[config.mk]
export PLATFORM = sky130hd
export DESIGN_NAME = ram_port_arbiter
export DESIGN_NICKNAME = d
export VERILOG_FILES = /design/src/rtl/ram_port_arbiter.sv
export SDC_FILE = /design/constraint.sdc
export NUM_CORES = 1
export LEC_CHECK = 0
export CAP_MARGIN = 40
export CORE_ASPECT_RATIO = 0.75
export CORE_MARGIN = 5
export CORE_UTILIZATION = 39
export CTS_CLUSTER_DIAMETER = 30
export DETAILED_ROUTE_END_ITERATION = 8
export PLACE_DENSITY = 0.89
export SYNTH_ARGS = -nofsm -noshare
export SYNTH_HDL_FRONTEND = slang
export SYNTH_SLANG_ARGS = --single-unit
[constraint.sdc]
create_clock -name clk -period 1.62 [get_ports clk]
set_input_delay 0.324 -clock clk [delete_from_list [all_inputs] [get_ports clk]]
set_output_delay 0.324 -clock clk [all_outputs]
set_load 0.05 [all_outputs]
[src/rtl/ram_port_arbiter.sv]
// Two-requester arbiter/sequencer for a single-port RAM: one command per grant, two cycles per access.
// Define RAMARB_FIXED_PRIO_EN for fixed A-over-B priority; default is round-robin.
module ram_port_arbiter #(
    parameter int AW = 10,
    parameter int DW = 10
) (
    input  logic          clk,
    input  logic          reset,
    input  logic          a_req,
    input  logic          a_we,
    input  logic [AW-1:0] a_addr,
    input  logic [DW-1:0] a_wdata,
    output logic          a_gnt,
    output logic          a_done,
    output logic [DW-1:0] a_rdata,
    input  logic          b_req,
    input  logic          b_we,
    input  logic [AW-1:0] b_addr,
    input  logic [DW-1:0] b_wdata,
    output logic          b_gnt,
    output logic          b_done,
    output logic [DW-1:0] b_rdata,
    output logic          ram_we,
    output logic [AW-1:0] ram_address,
    output logic [DW-1:0] ram_wdata,
    input  logic [DW-1:0] ram_rdata,
    output logic          busy
);

    typedef enum logic {IDLE, ACCESS} state_t;

    state_t        state_q, state_d;
    logic          ownerB_q, ownerB_d;
    logic          ramWe_q, ramWe_d;
    logic [AW-1:0] ramAddr_q, ramAddr_d;
    logic [DW-1:0] ramWdata_q, ramWdata_d;
    logic          aGnt_q, aGnt_d, bGnt_q, bGnt_d;
    logic          aDone_q, aDone_d, bDone_q, bDone_d;
    logic [DW-1:0] aRdata_q, aRdata_d, bRdata_q, bRdata_d;
    logic          pickB;

`ifdef RAMARB_FIXED_PRIO_EN
    assign pickB = ~a_req;
`else
    // lastB_q remembers who won last; it starts at B so A wins the first tie.
    logic lastB_q;

    assign pickB = b_req & (~a_req | ~lastB_q);

    always_ff @(posedge clk or posedge reset) begin
        if (reset) begin
            lastB_q <= 1'b1;
        end else if (state_q == IDLE && (a_req || b_req)) begin
            lastB_q <= pickB;
        end
    end
`endif

    always_ff @(posedge clk or posedge reset) begin
        if (reset) begin
            state_q    <= IDLE;
            ownerB_q   <= 1'b0;
            ramWe_q    <= 1'b0;
            ramAddr_q  <= '0;
            ramWdata_q <= '0;
            aGnt_q     <= 1'b0;
            bGnt_q     <= 1'b0;
            aDone_q    <= 1'b0;
            bDone_q    <= 1'b0;
            aRdata_q   <= '0;
            bRdata_q   <= '0;
        end else begin
            state_q    <= state_d;
            ownerB_q   <= ownerB_d;
            ramWe_q    <= ramWe_d;
            ramAddr_q  <= ramAddr_d;
            ramWdata_q <= ramWdata_d;
            aGnt_q     <= aGnt_d;
            bGnt_q     <= bGnt_d;
            aDone_q    <= aDone_d;
            bDone_q    <= bDone_d;
            aRdata_q   <= aRdata_d;
            bRdata_q   <= bRdata_d;
        end
    end

    // The RAM port registers double as the command latch; the address and data hold in IDLE.
    always_comb begin
        state_d    = state_q;
        ownerB_d   = ownerB_q;
        ramWe_d    = 1'b0;
        ramAddr_d  = ramAddr_q;
        ramWdata_d = ramWdata_q;
        aGnt_d     = 1'b0;
        bGnt_d     = 1'b0;
        aDone_d    = 1'b0;
        bDone_d    = 1'b0;
        aRdata_d   = aRdata_q;
        bRdata_d   = bRdata_q;
        case (state_q)
            IDLE: begin
                if (a_req || b_req) begin
                    state_d    = ACCESS;
                    ownerB_d   = pickB;
                    ramWe_d    = pickB ? b_we    : a_we;
                    ramAddr_d  = pickB ? b_addr  : a_addr;
                    ramWdata_d = pickB ? b_wdata : a_wdata;
                    aGnt_d     = ~pickB;
                    bGnt_d     = pickB;
                end
            end
            ACCESS: begin
                state_d = IDLE;
                if (ownerB_q) begin
                    bDone_d = 1'b1;
                    if (!ramWe_q) bRdata_d = ram_rdata;
                end else begin
                    aDone_d = 1'b1;
                    if (!ramWe_q) aRdata_d = ram_rdata;
                end
            end
            default: state_d = IDLE;
        endcase
    end

    assign a_gnt       = aGnt_q;
    assign b_gnt       = bGnt_q;
    assign a_done      = aDone_q;
    assign b_done      = bDone_q;
    assign a_rdata     = aRdata_q;
    assign b_rdata     = bRdata_q;
    assign ram_we      = ramWe_q;
    assign ram_address = ramAddr_q;
    assign ram_wdata   = ramWdata_q;
    assign busy        = (state_q == ACCESS);

endmodule

==> results_dict.tcl, run 1 <==
set metrics [dict create \
    die_w_um 92.1 \
    synth_fa_ha_area_frac 0 \
    cts_tree "done" \
    yosys.area.top_type "dfrtp_1" \
    ys_types 19 \
    rr_worst_depth 3 \
    r2r_setup_slack_ns 0.18 \
    final_cell_area_um2 3130 \
    start_kind "register" \
    ioPinCount 102 \
    holdCritPathClass "input pin to asynchronous set/reset pin" \
    first_iter_violations 67 \
    antenna_found_initial 0 \
    overflow 0 \
    drc_errors 0 \
    syn-num-nets 232 \
    synth_top_area_frac 0.596 \
    drive_gt1_frac 0.320 \
    dieHeight_um 71.6 \
    dpl_cell_area_um2 3030 \
    grt_max_degree 49 \
    wl_per_cell_um 15.0 \
    synth_top_family_by_area "multiplexers" \
    diodes 0 \
    post_cts_resized 0 \
    maxCapViolCount 0 \
    fmax_mhz 693 \
    clockBufferDepth 2 \
    cts_setup_buffers 0 \
    crit_fanout 10 \
    synth-simple-area-share 0.102 \
    synth-compound-area-share 0.126 \
    clock-sinks 48 \
    synth_warnings 0 \
    grt_pass1_wl_um 8250 \
    clkLatencyLatePin_ns 0.29 \
    drt-total-wl_um 5170 \
    viasPerCell 4.91 \
    critical_path_class "register to register" \
    hold_violations 0 \
    fin_util 0.639 \
    tightest_slew_ns 0.463 \
    p_per_area_nw_per_um2 1710 \
    r2r_end "b_rdata[3]$_DFFE_PP0P_" \
    first_pass_iters 4 \
    grt_pass1_vias 1753 \
    arrival_ns 1.62 \
    gp_congestion 0.785 \
    status "finished, final reports clean" \
    skew_ns 0.00557 \
    cts.clk_slew.worst_paths_ns 0.08 \
    cp-end-kind "register" \
    cts_buffers 5 \
    num_rows 22 \
    coreArea_um2 4900 \
    synth_xor_area_frac 0 \
    n_fill_cell 399 \
    vdd_ir_drop_max_mv 0.546 \
    fin_crit_sh 0.891 \
    synthMuxAreaShare 0.133 \
    ant_nets 0 \
    slew_viol_final 0 \
    grt_util_all_layers 0.157 \
    dpl.hpwl_um 3940 \
    yosys_register_bits 48 \
    timing.setup.tns_ns 0 \
    syn-cell-area_um2 1970 \
    yosysSeqAreaShare 0.610 \
    synthTopCellsByArea "dfrtp_1 60%, a21oi_1 11%, mux2_4 7.6%" \
    rsz0062_at_grt "false" \
    clock-root-buffer "clkbuf_8" \
    die_area_um2 6590 \
    htree_num_levels 2 \
    syn2layout_area_growth_pct 58.8 \
    cp.required_ns 1.79 \
    netlist_instances 176 \
    setup_viol 0 \
    hold_buffers 0 \
    num_vias 1688 \
    min_period_ns 1.44 \
    slew_headroom 0.691 \
    p_leak_uw 0.00144 \
    fin_nets 339 \
    initial_core_util 0.402 \
    portBuffers 101 \
    syn_avg_cell_area_um2 11.2 \
    worstReg2RegStart "busy$_DFF_PP0_" \
]
-- layout by cell type, fill, tap and decap left out --
| master | netlist | final |
|---|---|---|
| dfstp_2 | 1 | 1 |
| inv_1 | 2 | 1 |
| mux2_4 | 10 | 10 |
| a21oi_1 | 42 | 42 |
| a21boi_2 | 0 | 1 |
| clkdlybuf4s50_1 | 0 | 55 |
| o21bai_2 | 0 | 1 |
| dfrtp_1 | 47 | 46 |
| a31oi_1 | 1 | 1 |
| nor2_1 | 24 | 24 |
| o22ai_1 | 1 | 1 |
| dfrtp_2 | 0 | 1 |
| a21bo_2 | 1 | 1 |
| nor3_4 | 1 | 1 |
| clkbuf_8 | 0 | 7 |
| or3_4 | 1 | 1 |
| buf_4 | 0 | 49 |
| mux2_2 | 10 | 10 |
| buf_12 | 0 | 5 |
| nand2_1 | 22 | 22 |
| clkbuf_1 | 6 | 1 |
| inv_2 | 2 | 3 |
-- stage by stage --
stage	cells	hold WS, ns	setup WS [ns]	total power, uW
2_1_floorplan	176	0.397	0.0346	3670
3_3_place_gp	336	0.493	-0.00792	4610
3_5_place_dp	336	0.497	-0.0485	4660
4_1_cts	344	0.406	0.161	5420
5_1_grt	344	0.403	0.122	5630
6_report	344	0.400	0.177	5370
-- worst max path at each step --
stage                                             to  cells after the start      startpoint
after CTS                     b_rdata[3]$_DFFE_PP0P_                      3  busy$_DFF_PP0_
after detailed placement  ram_address[1]$_DFFE_PP0P_                      4           a_req
after global routing          b_rdata[7]$_DFFE_PP0P_                      3  busy$_DFF_PP0_
after global placement              ram_we$_DFF_PP0_                      4           a_req
after floorplan               b_rdata[0]$_DFFE_PP0P_                      4  busy$_DFF_PP0_
final                         b_rdata[3]$_DFFE_PP0P_                      3  busy$_DFF_PP0_
-- power breakdown --
group	leakage, uW	internal (uW)	switching (uW)
clock network	0.0000515	390	365
registers	0.000557	1580	229
logic	0.000834	1010	1800
total	0.00144	2970	2390
-- worst max-delay path, stage by stage, from the launching register on --
cell,delay [ns]
dfrtp_2,0.43
inv_2,0.09
or3_4,0.48
mux2_4,0.33
-- cell usage after synthesis (all sizes together) --
| cell | n |
|---|---|
| buf | 3 |
| a21oi | 42 |
| o22ai | 1 |
| clkbuf | 6 |
| or3 | 1 |
| a31oi | 1 |
| a21boi | 1 |
| o21bai | 1 |
| dfstp | 1 |
| nor3 | 1 |
| nor2 | 24 |
| inv | 4 |
| nand2 | 22 |
| mux2 | 20 |
| a21bo | 1 |
| dfrtp | 47 |
-- routing by layer --
| metal | up-vias | part of all wire | global-route usage | routed length [um] |
|---|---|---|---|---|
| met5 | - | 0 | 0 | 0 |
| met4 | 0 | 0.0076 | 0.0346 | 39 |
| met3 | 4 | 0.098 | 0.0651 | 505 |
| met2 | 71 | 0.50 | 0.272 | 2560 |
| met1 | 805 | 0.40 | 0.184 | 2060 |
| li1 | 808 | - | - | - |
-- state kept, by name, indices dropped and copies added (netlist names) --
| signal | count |
|---|---|
| a_done | 1 |
| a_gnt | 1 |
| a_rdata | 10 |
| b_done | 1 |
| b_gnt | 1 |
| b_rdata | 10 |
| busy | 1 |
| lastB_q | 1 |
| ownerB_q | 1 |
| ram_address | 10 |
| ram_wdata | 10 |
| ram_we | 1 |
-- cell families (layout without fill, tap and decap cells) --
family / Yosys count / after routing
compound gates: 47 / 47
flops: 48 / 48
simple gates: 48 / 48
mux: 20 / 20
buf+inv: 13 / 121
-- final cells by class --
cell class | instances | area [um2] | area share
Timing Repair Buffer | 109 | 1020 | 0.325
Sequential cell | 48 | 1200 | 0.384
Inverter | 4 | 15.0 | 0.00480
Multi-Input combinational cell | 115 | 718 | 0.229
Clock buffer | 8 | 100 | 0.0320
Tap cell | 60 | 75.1 | 0.0240
No activity file was read; power rests on OpenSTA's default activity.
==> inputs of run 2 (changes only) <==
- CORE_UTILIZATION: 39 -> 30
- PLACE_DENSITY: 0.89 -> 0.74
==> results_dict.tcl, run 2 (same netlist as run 1, synthesis figures left out) <==
set metrics [dict create \
    critical_path_class "register to register" \
    fin_cells 365 \
    htree_num_levels 2 \
    fmax_mhz 693 \
    tightest_slew_ns 0.479 \
    cts.clk_slew.worst_paths_ns 0.09 \
    p_leak_uw 0.00144 \
    grt_pass1_wl_um 8580 \
    arrival_ns 1.61 \
    overflow 0 \
    hold_violations 0 \
    wl_per_cell_um 14.7 \
    fin_nets 339 \
    first_iter_violations 37 \
    clockBufferDepth 2 \
    ant_nets 0 \
    grt_max_degree 24 \
    diodes 0 \
    cp.required_ns 1.79 \
    final_cell_area_um2 3150 \
    die_area_um2 8310 \
    cts_tree "done" \
    rsz0062_at_grt "false" \
    num_vias 1657 \
    slew_viol_final 0 \
    dieHeight_um 80.2 \
    drc_errors 0 \
    post_cts_resized 0 \
    final_common_cell "clkdlybuf4s50_1" \
    clock-root-buffer "clkbuf_8" \
    final_cell_mix "55 x clkdlybuf4s50_1, 48 x buf_4, 46 x dfrtp_1, 42 x a21oi_1, 24 x nor2_1" \
    slew_headroom 0.681 \
    start_kind "register" \
    num_rows 25 \
    ioPinCount 102 \
    drive_gt1_frac 0.317 \
    cp-end-kind "register" \
    die_w_um 104 \
    fin_crit_sh 0.890 \
    portBuffers 101 \
    syn2layout_area_growth_pct 59.8 \
    clkLatencyLatePin_ns 0.29 \
    drt-total-wl_um 5360 \
    dpl.cell_count 357 \
    coreArea_um2 6350 \
    dpl.hpwl_um 4080 \
    min_period_ns 1.44 \
    p_per_area_nw_per_um2 1680 \
    antenna_found_initial 0 \
    setup_viol 0 \
    cts_buffers 5 \
    maxCapViolCount 0 \
    clock-sinks 48 \
    skew_ns 0.0113 \
    grt_util_all_layers 0.131 \
    holdCritPathClass "input pin to asynchronous set/reset pin" \
    gp_congestion 0.727 \
    dpl_cell_area_um2 3070 \
    first_pass_iters 4 \
    viasPerCell 4.54 \
    status "finished, final reports clean" \
    cts_setup_buffers 0 \
    crit_fanout 10 \
    hold_buffers 0 \
    grt_pass1_vias 1757 \
    vdd_ir_drop_max_mv 0.524 \
    initial_core_util 0.311 \
]
## run 2: changes by cell type in the layout (fill, tap and decap cells not counted)
| cell | delta |
|---|---|
| clkbuf_1 | +1 |
| clkbuf_8 | -2 |
| buf_4 | -1 |
| clkinv_2 | +1 |
| buf_12 | +1 |
## run 2: where the power goes
| group | switching, uW | internal (uW) |
|---|---|---|
| combinational | 1800 | 1010 |
| sequential | 217 | 1580 |
| clock | 374 | 304 |
| total | 2390 | 2890 |
## run 2: critical path, cell delays in order (launching register included)
cell and delay (ns):
dfrtp_1 0.43, inv_2 0.07, or3_4 0.50, mux2_4 0.33
## run 2: metal layers
metal | part of all wire | up-vias | GRT usage
met5 | 0 | - | 0
li1 | - | 807 | -
met3 | 0.097 | 5 | 0.0578
met4 | 0.0078 | 0 | 0.0393
met2 | 0.46 | 72 | 0.208
met1 | 0.44 | 773 | 0.162
## run 2: final cells by class
cell class,instances,area (um2)
timing repair buffer,109,1030
sequential,48,1200
fill,589,3200
tap,81,101
multi-input combinational,115,718
clock inverter,1,5.00
clock buffer,7,76.3
inverter,4,15.0
## run 2: final timing paths
| kind | startpoint | end | slack (ns) | cells past startpoint |
|---|---|---|---|---|
| max in group asynchronous | reset | b_rdata[9]$_DFFE_PP0P_ | 0.89 | 3 |
| min in group clk | a_rdata[7]$_DFFE_PP0P_ | a_rdata[7]$_DFFE_PP0P_ | 0.51 | 1 |
| worst min-delay path | reset | ram_we$_DFF_PP0_ | 0.32 | 2 |
| worst min register to register | a_rdata[7]$_DFFE_PP0P_ | a_rdata[7]$_DFFE_PP0P_ | 0.51 | 1 |
| worst max-delay path | ownerB_q$_DFFE_PP0P_ | b_rdata[9]$_DFFE_PP0P_ | 0.18 | 3 |
| worst max register to register | ownerB_q$_DFFE_PP0P_ | b_rdata[9]$_DFFE_PP0P_ | 0.18 | 3 |
## run 2: per-stage QoR
step	total power, uW	hold WS [ns]	utilization	TNS (ns)	setup WS, ns
6_report	5280	0.319	0.496	0	0.178
5_1_grt	5570	0.332	0.496	0	0.117
4_1_cts	5360	0.331	0.496	0	0.162
3_5_place_dp	4670	0.498	0.483	-1.83	-0.127
3_3_place_gp	4620	0.497	0.483	-0.692	-0.0584
2_1_floorplan	3670	0.397	-	0	0.0346
==> inputs of run 3 (changes only) <==
- PLACE_DENSITY: 0.74 -> 0.76
- clock period: 1.62 -> 1.3 ns (I/O delays scaled with it)
==> results_dict.tcl, run 3 (same netlist as run 1, synthesis figures left out) <==
set metrics [dict create \
    status "complete, but fails checks" \
    violations "setup timing" \
    arrival_ns 1.53 \
    cp.required_ns 1.48 \
    cts_buffers 5 \
    vdd_ir_drop_max_mv 0.976 \
    r2r_setup_slack_ns -0.05 \
    holdCritPathClass "input pin to asynchronous set/reset pin" \
    portBuffers 101 \
    clock-root-buffer "clkbuf_8" \
    ioPinCount 102 \
    final_cell_area_um2 4020 \
    dieHeight_um 80.2 \
    dpl_cell_area_um2 3690 \
    wl_per_cell_um 17.0 \
    grt_max_degree 24 \
    rr_worst_depth 4 \
    r2r_end "a_rdata[8]$_DFFE_PP0P_" \
    drive_gt1_frac 0.402 \
    dpl.hpwl_um 4490 \
    overflow 0 \
    timing.setup.tns_ns -0.518 \
    fin_nets 351 \
    clkLatencyLatePin_ns 0.29 \
    rsz0062_at_grt "true" \
    fin_crit_sh 1.04 \
    final_critical_path_setup_slack_ns -0.0490 \
    final_cell_mix "53 x clkdlybuf4s50_1, 52 x buf_12, 45 x dfrtp_1, 33 x a21oi_1, 22 x nand2_1" \
    path_cells "buf_4 -> nor3_4 -> buf_12 -> mux2_2" \
    fin_cells 377 \
    crit_path_max_incr_delay_ns 0.40 \
    die_w_um 104 \
    final_common_cell "clkdlybuf4s50_1" \
    hold_buffers 0 \
    initial_core_util 0.311 \
    diodes 0 \
    num_vias 1800 \
    crit_family "flip-flops" \
    timing.hold.ws_ns 0.218 \
    skew_ns 0.00596 \
    cts_tree "done" \
    hold_violations 0 \
    min_period_ns 1.35 \
    grt_util_all_layers 0.147 \
    p_leak_uw 0.00179 \
    grt_pass1_wl_um 9790 \
    worstReg2RegStart "ownerB_q$_DFFE_PP0P_" \
    first_pass_iters 4 \
    syn2layout_area_growth_pct 104 \
    drt-total-wl_um 6410 \
    crit_fanout 10 \
    power_uw 8350 \
    dpl.cell_count 362 \
    ant_nets 0 \
    htree_num_levels 2 \
    gp_congestion 0.769 \
    cts.clk_slew.worst_paths_ns 0.09 \
    setup_viol 25 \
    die_area_um2 8310 \
    clockBufferDepth 2 \
    p_per_area_nw_per_um2 2080 \
    tightest_slew_ns 0.344 \
    cp-end-kind "register" \
    maxCapViolCount 0 \
    fmax_mhz 741 \
    start_kind "register" \
    num_rows 25 \
    drc_errors 0 \
    slew_viol_final 0 \
    slew_headroom 0.770 \
    cp_slowest_cell "dfrtp_1" \
    viasPerCell 4.77 \
    antenna_found_initial 0 \
    critical_path_class "register to register" \
    first_iter_violations 41 \
    clock-sinks 48 \
    coreArea_um2 6350 \
    crit_buf_inv 2 \
    grt_pass1_vias 1969 \
]
## run 3: area by class of cell
| class | count | area (um2) |
|---|---|---|
| tap | 81 | 101 |
| timing repair buffer | 119 | 1770 |
| fill | 465 | 2330 |
| clock inverter | 2 | 10.0 |
| inverter | 4 | 26.3 |
| sequential | 48 | 1200 |
| clock buffer | 6 | 82.6 |
| multi-input combinational | 117 | 827 |
## run 3: worst reg2reg max path: cells and delay by family (launching register included)
| kind | cells | cell delay, ns |
|---|---|---|
| flip-flops | 1 | 0.40 |
| multiplexers | 1 | 0.34 |
| buffers and inverters | 2 | 0.32 |
| AND/OR/NAND/NOR | 1 | 0.19 |
## run 3: report_power, final
group          leakage (uW)  total, uW  internal [uW]  switching, uW
Sequential         0.000556       2520           1970            546
Clock             0.0000510        907            425            482
Combinational       0.00118       4930           2560           2360
Total               0.00179       8350           4960           3390
## run 3: per-layer routing
metal	global-route usage	up-vias	part of all wire
met5	0	-	0
met4	0.0393	0	0.0086
met3	0.0779	7	0.10
met2	0.246	83	0.50
met1	0.166	877	0.39
li1	-	833	-
## run 3: stage by stage
step	util	setup WS, ns
after global routing	0.633	-0.117
after floorplan	-	-0.260
after global placement	0.581	-0.294
final	0.633	-0.0490
after detailed placement	0.581	-0.342
after CTS	0.607	-0.0500
## run 3: worst max-delay path by stage
stage / startpoint / depth (start not counted) / endpoint
floorplan: busy$_DFF_PP0_ / 4 / b_rdata[0]$_DFFE_PP0P_
global placement: a_req / 4 / ram_we$_DFF_PP0_
detailed placement: a_req / 4 / ram_address[1]$_DFFE_PP0P_
CTS: ownerB_q$_DFFE_PP0P_ / 4 / a_rdata[5]$_DFFE_PP0P_
global route: busy$_DFF_PP0_ / 5 / ram_address[5]$_DFFE_PP0P_
finish: ownerB_q$_DFFE_PP0P_ / 4 / a_rdata[8]$_DFFE_PP0P_
## run 3: what timing repair did
action                     in CTS  in global routing
pin swaps                       2                  1
buffers inserted                1                  0
setup endpoints to repair      43                 41
resized for setup               9                 22
hold endpoints to repair        0                  0
cloned                          2                  4
